File: src/rtl/dice_cfg_pkg.sv
// Shared constants, state encoding and header helper for the DICE tile
// configuration loader.
package dice_cfg_pkg;

  localparam logic [7:0] CFG_MAGIC  = 8'hC5;
  localparam int         TILE_CFG_W = 156;
  localparam int         CFG_WORD_W = 32;

  typedef enum logic [1:0] {
    IDLE,
    LOAD,
    SKIP,
    ARM
  } cfg_ld_state_e;

  function automatic logic hdr_magic_ok(input logic [CFG_WORD_W-1:0] w);
    return (w[31:24] == CFG_MAGIC);
  endfunction

endpackage

File: src/rtl/dice_tile_cfg_loader.sv
// Assembles one tile's configuration from a broadcast word stream into a
// shadow register and commits it to tile_cfg on a global apply pulse.
module dice_tile_cfg_loader
  import dice_cfg_pkg::*;
#(
  parameter int TILE_ID = 0,
  parameter int ID_W    = 8,
  parameter int CFG_W   = TILE_CFG_W
) (
  input  logic                  clk,
  input  logic                  rst,
  input  logic                  in_valid,
  input  logic [CFG_WORD_W-1:0] in_data,
  output logic                  in_ready,
  input  logic                  cfg_apply,
  output logic [CFG_W-1:0]      tile_cfg,
  output logic                  cfg_loaded,
  output logic                  busy,
  output logic                  err
);

  localparam int WORDS = (CFG_W + CFG_WORD_W - 1) / CFG_WORD_W;
  localparam int PAD   = WORDS * CFG_WORD_W - CFG_W;
  localparam int CNT_W = $clog2(WORDS + 1);

  localparam logic [CFG_WORD_W-1:0] PAD_MASK  = ~({CFG_WORD_W{1'b1}} >> PAD);
  localparam logic [CNT_W-1:0]      LAST_WORD = CNT_W'(WORDS - 1);
  localparam logic [ID_W-1:0]       MY_ID     = ID_W'(TILE_ID);

  cfg_ld_state_e    state_q, state_d;
  logic [CNT_W-1:0] wcnt_q, wcnt_d;
  logic [CFG_W-1:0] shadow_q, shadow_d;
  logic [CFG_W-1:0] tile_cfg_q, tile_cfg_d;
  logic             cfg_loaded_q, cfg_loaded_d;
  logic             err_q, err_d;
  logic             accept;
  logic             last_word;

  assign in_ready   = (state_q != ARM);
  assign busy       = (state_q != IDLE);
  assign tile_cfg   = tile_cfg_q;
  assign cfg_loaded = cfg_loaded_q;
  assign err        = err_q;

  assign accept    = in_valid && in_ready;
  assign last_word = (wcnt_q == LAST_WORD);

  always_comb begin
    state_d      = state_q;
    wcnt_d       = wcnt_q;
    shadow_d     = shadow_q;
    tile_cfg_d   = tile_cfg_q;
    cfg_loaded_d = cfg_loaded_q;
    err_d        = err_q;

    case (state_q)
      IDLE: begin
        if (accept) begin
          if (!hdr_magic_ok(in_data)) begin
            err_d = 1'b1;
          end else begin
            wcnt_d  = '0;
            state_d = (in_data[ID_W-1:0] == MY_ID) ? LOAD : SKIP;
          end
        end
      end

      LOAD: begin
        if (accept) begin
          // Bits beyond CFG_W in the final slot fall off the end of the loop.
          for (int i = 0; i < CFG_W; i++) begin
            if (CNT_W'(i / CFG_WORD_W) == wcnt_q) begin
              shadow_d[i] = in_data[i % CFG_WORD_W];
            end
          end
          if (last_word) begin
            if ((in_data & PAD_MASK) != '0) begin
              err_d = 1'b1;
            end
            state_d = ARM;
          end else begin
            wcnt_d = wcnt_q + 1'b1;
          end
        end
      end

      SKIP: begin
        if (accept) begin
          if (last_word) begin
            state_d = IDLE;
          end else begin
            wcnt_d = wcnt_q + 1'b1;
          end
        end
      end

      ARM: begin
        if (cfg_apply) begin
          tile_cfg_d   = shadow_q;
          cfg_loaded_d = 1'b1;
          state_d      = IDLE;
        end
      end

      default: state_d = IDLE;
    endcase
  end

  always_ff @(posedge clk) begin
    if (rst) begin
      state_q      <= IDLE;
      wcnt_q       <= '0;
      shadow_q     <= '0;
      tile_cfg_q   <= '0;
      cfg_loaded_q <= 1'b0;
      err_q        <= 1'b0;
    end else begin
      state_q      <= state_d;
      wcnt_q       <= wcnt_d;
      shadow_q     <= shadow_d;
      tile_cfg_q   <= tile_cfg_d;
      cfg_loaded_q <= cfg_loaded_d;
      err_q        <= err_d;
    end
  end

endmodule

File: config.mk
export PLATFORM = sky130hd
export DESIGN_NAME = dice_tile_cfg_loader
export DESIGN_NICKNAME = d
export VERILOG_FILES = /design/src/rtl/dice_cfg_pkg.sv /design/src/rtl/dice_tile_cfg_loader.sv
export SDC_FILE = /design/constraint.sdc
export NUM_CORES = 1
export LEC_CHECK = 0
export ABC_AREA = 1
export CAP_MARGIN = 40
export CORE_MARGIN = 5
export CORE_UTILIZATION = 45
export CTS_BUF_LIST = sky130_fd_sc_hd__clkbuf_4 sky130_fd_sc_hd__clkbuf_8
export DETAILED_ROUTE_END_ITERATION = 10
export PLACE_DENSITY_LB_ADDON = 0.25
export SYNTH_ARGS = -nofsm -noshare
export SYNTH_HDL_FRONTEND = slang
export SYNTH_SLANG_ARGS = --single-unit
File: constraint.sdc
create_clock -name clk -period 1.94 [get_ports clk]
set_input_delay 0.388 -clock clk [delete_from_list [all_inputs] [get_ports clk]]
set_output_delay 0.388 -clock clk [all_outputs]
set_load 0.01 [all_outputs]
==> results of run 1 <==
## sequential cells by signal (all words and copies together), names as in the netlist
register	count
wcnt_q	3
cfg_loaded	1
err	1
tile_cfg	156
shadow_q	156
state_q	2
## timing repair
| item | in CTS | in global routing |
|---|---|---|
| hold buffers | 0 | 0 |
| resized for setup | 11 | 10 |
| setup endpoints to repair | 3 | 10 |
## kinds of logic (layout without fill, tap and decap cells)
| logic type | count (synthesis) | after routing |
|---|---|---|
| simple gates | 647 | 647 |
| compound gates | 345 | 345 |
| flops | 319 | 319 |
| buf+inv | 127 | 362 |
| fa+ha+maj | 9 | 9 |
| other cells | 0 | 1 |
## layout by cell type (no fill, tap or decap), types with 9 or more instances in the layout
cell | synthesis | layout
nor2_1 | 549 | 549
dfxtp_1 | 319 | 317
o21ai_0 | 287 | 287
clkdlybuf4s50_1 | 0 | 183
clkbuf_8 | 0 | 66
nand2_1 | 60 | 59
a21oi_1 | 57 | 57
buf_4 | 9 | 30
nand3_1 | 29 | 29
buf_12 | 0 | 22
inv_1 | 21 | 19
clkbuf_4 | 0 | 15
dlymetal6s2s_1 | 0 | 9
## power breakdown
part           leakage (nW)  internal (W)  switching [W]
Clock                 0.575       0.00332        0.00254
Sequential             2.57       0.00677       0.000128
Combinational          2.61      0.000626       0.000936
Total                  5.76        0.0107        0.00360
## worst min-delay path: cells and delay by family (launching register included)
family / cells / cell delay [ns]
and+or+nand+nor: 1 / 0.06
DFF: 1 / 0.30
AOI/OAI and AO/OA: 1 / 0.05
## through the flow
step                      hold slack (ns)  cells
after floorplan                     0.436   1447
final                               0.461   2013
after global routing                0.475   2012
after global placement              0.444   1923
after detailed placement            0.451   1923
after CTS                           0.463   2012
## per-layer routing
metal	GRT usage (%)	vias up	routed length (µm)
met5	0	-	0
met4	6.35	0	683
met3	4.74	44	1850
met2	33.2	259	13900
met1	29.3	4637	14400
li1	-	5066	-
## path summary, 6_finish.rpt
| kind | startpoint | endpoint | slack (ns) |
|---|---|---|---|
| max | tile_cfg[117]$_SDFFE_PP0P_ | tile_cfg[117] | 0.07 |
| min | shadow_q[130]$_SDFFE_PP0P_ | shadow_q[130]$_SDFFE_PP0P_ | 0.46 |
| max reg2reg | state_q[1]$_SDFFE_PP0P_ | shadow_q[47]$_SDFFE_PP0P_ | 0.18 |
| min reg2reg | shadow_q[130]$_SDFFE_PP0P_ | shadow_q[130]$_SDFFE_PP0P_ | 0.46 |
## cell type report
class | instances | share of cell area [%]
clock buffer | 81 | 6.81
multi-input combinational | 1001 | 29.2
tap | 330 | 2.76
timing repair buffer | 247 | 17.6
sequential | 319 | 42.6
antenna | 1 | 0.0167
inverter | 26 | 0.701
clock inverter | 8 | 0.292
==> qor.txt, run 1 <==
DRC viols - 0
Layout Utilization - 59.9%
EDFF count, synth - 0
Area growth, synth to finish - 32.0%
Post-Synthesis Cells - 1447
Top post-synthesis cells by count - nor2_1, dfxtp_1, o21ai_0
Seq/Total Area, Yosys - 56.3%
Router iterations before antenna repair - 5
Kind of critical path - reg -> out
I/O pins - 196
Final WS setup - 0.0675 ns
Ys flop type - dfxtp_1
Fin. max-slew vios - 0
Synth cell types - 23
Netlist Area Pre-Place - 0.0114 mm²
Synth top area share - 56.3%
Cells taking the most area after synthesis - dfxtp_1, nor2_1, o21ai_0
Setup bufs post-CTS - 0
Fin nets - 1689
Clock Sinks - 319
Routed wire per std cell - 15.3 µm
GRT Overall Usage - 21.2%
Critical path buffer and inverter count - 1
MaxCap Viol Count - 0
Worst reg-to-reg path cell count - 6
Most common cell in the netlist - nor2_1
Clock buffer count from CTS - 49
DR iter-0 viols - 603
Tightest Hold Check Type - reg -> reg
P_leak - 5.76 nW
Placement Setup Slack - -0.0239 ns
Actual slew at the worst max-slew pin - 0.509 ns
Routed WL - 30800 µm
Core footprint - 0.0250 mm²
Synth async-reset ratio - 0%
FF/Latch Area - 0.00639 mm²
GRT Residual Overflow - 0
Power density cells - 956 mW/mm²
Die Area - 0.0285 mm²
Htree depth - 2
Crit-path leading delay family - buffers and inverters
Post-synthesis net count - 1492
Placed cell areas - 0.0139 mm²
Relative slew slack - 66.1%
Synth Area in Adders - 0.992%
Clock tree buffer depth - 3
CTS tree - yes
Post-layout minimum cycle time - 1.87 ns
Compound-Gate Fraction of Synth Area - 15.2%
Die H - 169 µm
Worst Path Required - 1.55 ns
Final Hold Vio Count - 0
Leading area contributor after synthesis - dfxtp_1
Setup tns final - 0 ns
Share of cells above drive strength 1 - 9.57%
Total power - 0.0143 W
Die width - 169 µm
Filler Cell Count - 2275
Antenna viol nets, final - 0
CP Depth - 1
Placer congestion estimate - 0.808
Initial antenna violation count - 0
Via count - 10000
Status - finished clean
First-pass GRT wire length - 49400 µm
CP arrival - 1.48 ns
Fin crit share - 96.5%
Root Driver - clkbuf_8
Critical path peak fanout - 2
FP Rows - 58
XOR/XNOR Fraction of Synth Area - 0%
Hold depth - 2
Syn. warnings - 0
Vias in the first global route - 9348
Worst vdd ir - 0.000522 V
Post-route cell area - 0.0150 mm²
Main combinational cell family by area after synthesis - simple AND/OR/NAND/NOR gates
Clock Latency Late Sink - 0.56 ns
Multi-input gate area - 0.00438 mm²
Largest net degree at the start of global routing - 72
F_max - 534 MHz
CP Cell Sequence - clkdlybuf4s50_1
DP HPWL - 21100 µm
Critical Path Max Stage Delay - 0.56 ns
Worst-path clk slew - 0.06 ns
DR vias/cell - 4.97
Clock skew - 0.0178 ns
Syn_area_per_cell - 7.84 µm²
Synthesis-stage register bit count - 319
PortBufs - 195
Starting density of the core - 45.3%
Critical path endpoint category - output pin
Crit-path slowest cell - clkdlybuf4s50_1
# setup viols final - 0
Post-synthesis mux area share - 0%
Worst setup SP type - register
RSZ-0062 raised after global routing - no
Simple-gate share of the synthesized area - 22.2%
Power figures use the tool's default switching activity.
==> run 2, diff against run 1 <==
--- a/config.mk
+++ b/config.mk
@@ -11,7 +11,7 @@
 export CORE_UTILIZATION = 45
 export CTS_BUF_LIST = sky130_fd_sc_hd__clkbuf_4 sky130_fd_sc_hd__clkbuf_8
 export DETAILED_ROUTE_END_ITERATION = 10
-export PLACE_DENSITY_LB_ADDON = 0.25
+export PLACE_DENSITY = 0.67
 export SYNTH_ARGS = -nofsm -noshare
 export SYNTH_HDL_FRONTEND = slang
 export SYNTH_SLANG_ARGS = --single-unit
==> run 2 against run 1 <==
Effect of this change: flip-flop and latch count stayed put; power down 0.25%; hold slack worse by 0.0026 ns; largest power group unchanged; highest routed layer unchanged; critical path depth is the same; maximum frequency decreased by 0.59%; register-to-register slack lost 0.03 ns; final area fell by 0.34%; die area stayed put; count of clock-buffer cells in the layout rose by 2; global-route usage down 0.48 points; clock power about the same; clock skew is 0.0055 ns lower.
==> qor.txt, run 2 (synthesis results as in run 1) <==
Status - finished clean
RSZ-0062 raised after global routing - no
Filler Cell Count - 2304
Starting density of the core - 45.3%
Post-layout minimum cycle time - 1.88 ns
DR iter-0 viols - 595
Critical path peak fanout - 2
Router iterations before antenna repair - 6
DRC viols - 0
Die width - 169 µm
Worst Path Required - 1.55 ns
Area growth, synth to finish - 31.6%
Root Driver - clkbuf_8
Fin. max-slew vios - 0
Setup bufs post-CTS - 0
Ant diodes - 0
Layout Utilization - 59.7%
Die Area - 0.0285 mm²
Worst vdd ir - 0.000650 V
Htree depth - 2
Worst setup SP type - register
Clock Sinks - 319
P_leak - 5.64 nW
Routed WL - 30400 µm
Share of cells above drive strength 1 - 9.52%
Power density cells - 957 mW/mm²
Critical Path Max Stage Delay - 0.57 ns
Final WS setup - 0.0564 ns
Critical path endpoint category - output pin
Routed wire per std cell - 15.1 µm
Critical path buffer and inverter count - 1
Crit-path slowest cell - clkdlybuf4s50_1
Fin crit share - 97.1%
Largest net degree at the start of global routing - 92
Most frequent cells in the layout - nor2_1, dfxtp_1, o21ai_0
Clock Latency Late Sink - 0.54 ns
FP Rows - 58
Relative slew slack - 73.2%
Tightest Hold Check Type - reg -> reg
# setup viols final - 0
CP arrival - 1.50 ns
Setup tns final - 0 ns
Placement Setup Slack - -0.00561 ns
GRT Overall Usage - 20.7%
Final Hold Vio Count - 0
Die H - 169 µm
CP Cell Sequence - clkdlybuf4s50_1
DP HPWL - 21100 µm
Commonest non-fill, non-tap cell in the layout - nor2_1
First-pass GRT wire length - 48700 µm
Via count - 9921
Fin nets - 1693
Placer congestion estimate - 0.858
Kind of critical path - reg -> out
Antenna viol nets, final - 0
Clock skew - 0.0123 ns
Clock buffer count from CTS - 51
GRT Residual Overflow - 0
Vias in the first global route - 9431
Initial antenna violation count - 1
Core footprint - 0.0250 mm²
I/O pins - 196
DR vias/cell - 4.93
Actual slew at the worst max-slew pin - 0.401 ns
CTS tree - yes
F_max - 531 MHz
Non-Filler Instances - 2011
PortBufs - 195
Worst-path clk slew - 0.06 ns
Crit-path leading delay family - buffers and inverters
# placed instances - 1925
MaxCap Viol Count - 0
Clock tree buffer depth - 3
run 2: changes by cell type in the layout (fill, tap and decap cells not counted), moves of 3 or more:
cell	delta
clkbuf_4	+7
buf_4	+6
clkdlybuf4s50_1	+6
clkinv_2	-6
clkbuf_8	-5
dlymetal6s2s_1	-5
buf_12	-3
run 2: path summary, 6_finish.rpt:
check                        startpoint                    endpoint  slack (ns)  depth (start not counted)
max            tile_cfg[3]$_SDFFE_PP0P_                 tile_cfg[3]        0.06                          1
max reg2reg     state_q[1]$_SDFFE_PP0P_     state_q[1]$_SDFFE_PP0P_        0.15                         10
min          shadow_q[140]$_SDFFE_PP0P_  shadow_q[140]$_SDFFE_PP0P_        0.46                          2
min reg2reg  shadow_q[140]$_SDFFE_PP0P_  shadow_q[140]$_SDFFE_PP0P_        0.46                          2
run 2: power by group:
group	switching (W)	internal (W)	leakage, nW
Combinational	0.000954	0.000609	2.51
Sequential	0.000124	0.00677	2.57
Clock	0.00246	0.00337	0.558
run 2: final cells by class:
type	instances	area [µm²]	share of cell area [%]
clock buffer	83	1000	6.73
clock inverter	3	42.5	0.285
inverter	26	108	0.721
multi-input combinational	1001	4380	29.3
sequential	319	6390	42.8
tap	330	413	2.76
timing repair buffer	249	2600	17.4
run 2: per-layer routing:
layer	up-vias	wire, µm	global-route usage (%)	part of all wire, %
met1	4563	14600	29.1	48
met5	-	0	0	0
met4	0	473	5.12	1.6
li1	5070	-	-	-
met2	248	13400	32.3	44
met3	40	1930	4.90	6.4
run 2: timing repair:
item,CTS,global route
resized for setup,9,6
hold buffers,0,0
endpoints found under the setup margin,2,5
run 2: tightest hold or removal path, stage by stage (launching register included):
cell	delay (ns)
dfxtp_1	0.30
nand2_1	0.05
a21oi_1	0.05
run 2: stage by stage:
stage / power (W) / cell area [µm²] / hold WS, ns
floorplan: 0.00796 / 11400 / 0.436
global placement: 0.00854 / 13900 / 0.438
detailed placement: 0.00857 / 13900 / 0.451
CTS: 0.0144 / 14900 / 0.460
global route: 0.0149 / 14900 / 0.478
finish: 0.0143 / 14900 / 0.458
==> run 3, diff against run 2 <==
--- a/config.mk
+++ b/config.mk
@@ -12,6 +12,7 @@
 export CTS_BUF_LIST = sky130_fd_sc_hd__clkbuf_4 sky130_fd_sc_hd__clkbuf_8
 export DETAILED_ROUTE_END_ITERATION = 10
 export PLACE_DENSITY = 0.67
+export REMOVE_ABC_BUFFERS = 1
 export SYNTH_ARGS = -nofsm -noshare
 export SYNTH_HDL_FRONTEND = slang
 export SYNTH_SLANG_ARGS = --single-unit
==> run 3 against run 2 <==
Effect of this change: highest routed layer unchanged; clock skew grew 0.0055 ns; final area grew 0.51%; largest power group unchanged; worst setup slack gained 0.0035 ns; global-route usage grew 0.76 points; critical endpoint is now tile_cfg[57]; die area is the same; critical path depth is the same.
==> qor.txt, run 3 (synthesis results as in run 1) <==
P_leak - 5.86 nW
Die Area - 0.0285 mm²
Router iterations before antenna repair - 5
Root Driver - clkbuf_8
M1 GR Usage - 28.5%
Tightest Hold Check Type - in -> reg
Crit-path leading delay family - buffers and inverters
Layout Utilization - 60.0%
DP HPWL - 20200 µm
Fin crit share - 96.9%
Largest net degree at the start of global routing - 80
I/O pins - 196
Actual slew at the worst max-slew pin - 0.457 ns
Vias in the first global route - 9652
Setup bufs post-CTS - 0
Routed wire per std cell - 15.5 µm
Fin nets - 1689
Commonest non-fill, non-tap cell in the layout - nor2_1
CP arrival - 1.49 ns
Power density cells - 972 mW/mm²
Worst vdd ir - 0.000728 V
GRT Overall Usage - 21.4%
Met3 GRT Util - 4.48%
Clock skew - 0.0178 ns
Clock Sinks - 319
Share of cells above drive strength 1 - 9.76%
Clock Latency Late Sink - 0.56 ns
RSZ-0062 raised after global routing - no
# setup viols final - 0
Relative slew slack - 69.5%
Setup tns final - 0 ns
Post-layout minimum cycle time - 1.88 ns
Gr busiest metal - met2
Core footprint - 0.0250 mm²
CP Cell Sequence - clkdlybuf4s50_1
F_max - 532 MHz
Die width - 169 µm
Most frequent cells in the layout - nor2_1, dfxtp_1, o21ai_0
Routed WL - 31300 µm
Worst Path Required - 1.55 ns
Area growth, synth to finish - 32.2%
Clock tree buffer depth - 3
Ant diodes - 0
Die H - 169 µm
Fin. max-slew vios - 0
Critical path buffer and inverter count - 1
Clock buffer count from CTS - 52
Starting density of the core - 45.3%
MaxCap Viol Count - 0
Antenna viol nets, final - 0
Critical path peak fanout - 2
Critical path endpoint category - output pin
Met2 layer usage reported by global route - 35.2%
DR vias/cell - 4.97
Status - finished clean
Final WS setup - 0.0599 ns
Final Hold Vio Count - 0
CTS tree - yes
Htree depth - 2
Worst setup SP type - register
First-pass GRT wire length - 50100 µm
Kind of critical path - reg -> out
Placed cell areas - 0.0138 mm²
Via count - 9998
Placer congestion estimate - 0.822
Post-route cell area - 0.0150 mm²
PortBufs - 195
Worst-path clk slew - 0.06 ns
Placement Setup Slack - -0.0544 ns
DR iter-0 viols - 659
Critical Path Max Stage Delay - 0.56 ns
Initial antenna violation count - 0
DRC viols - 0
GRT Residual Overflow - 0
FP Rows - 58
Crit-path slowest cell - clkdlybuf4s50_1
[run 3: area by class of cell]
cell class,count,area (µm²)
Clock buffer,86,1060
Sequential cell,319,6390
Inverter,26,108
Fill cell,2285,10000
Tap cell,330,413
Multi-Input combinational cell,1001,4390
Clock inverter,4,51.3
Timing Repair Buffer,244,2600
[run 3: what timing repair did]
item,CTS,global route
pin swaps,0,0
gates resized for setup,10,18
endpoints found under the setup margin,2,17
hold buffers,0,0
[run 3: through the flow]
step / std cells / hold WS (ns) / power (W)
floorplan: 1346 / 0.432 / 0.00789
global placement: 1920 / 0.444 / 0.00859
detailed placement: 1920 / 0.448 / 0.00861
CTS: 2010 / 0.282 / 0.0147
global route: 2010 / 0.315 / 0.0153
finish: 2010 / 0.319 / 0.0146
[run 3: final timing paths]
kind,cells past startpoint,end,start,slack (ns)
max,1,tile_cfg[57],tile_cfg[57]$_SDFFE_PP0P_,0.06
min,4,shadow_q[17]$_SDFFE_PP0P_,rst,0.32
max reg2reg,6,shadow_q[70]$_SDFFE_PP0P_,state_q[1]$_SDFFE_PP0P_,0.18
min reg2reg,2,shadow_q[155]$_SDFFE_PP0P_,shadow_q[155]$_SDFFE_PP0P_,0.46
[run 3: routing by layer]
layer | up-vias | routed length, µm
met5 | - | 0
met4 | 0 | 704
met3 | 56 | 1970
met2 | 286 | 14500
met1 | 4604 | 14100
li1 | 5052 | -
[run 3: where the power goes]
group / leakage (nW) / switching, W / internal [W]
clock network: 0.592 / 0.00254 / 0.00357
logic: 2.70 / 0.000966 / 0.000617
registers: 2.57 / 0.000128 / 0.00677
total: 5.86 / 0.00363 / 0.0110
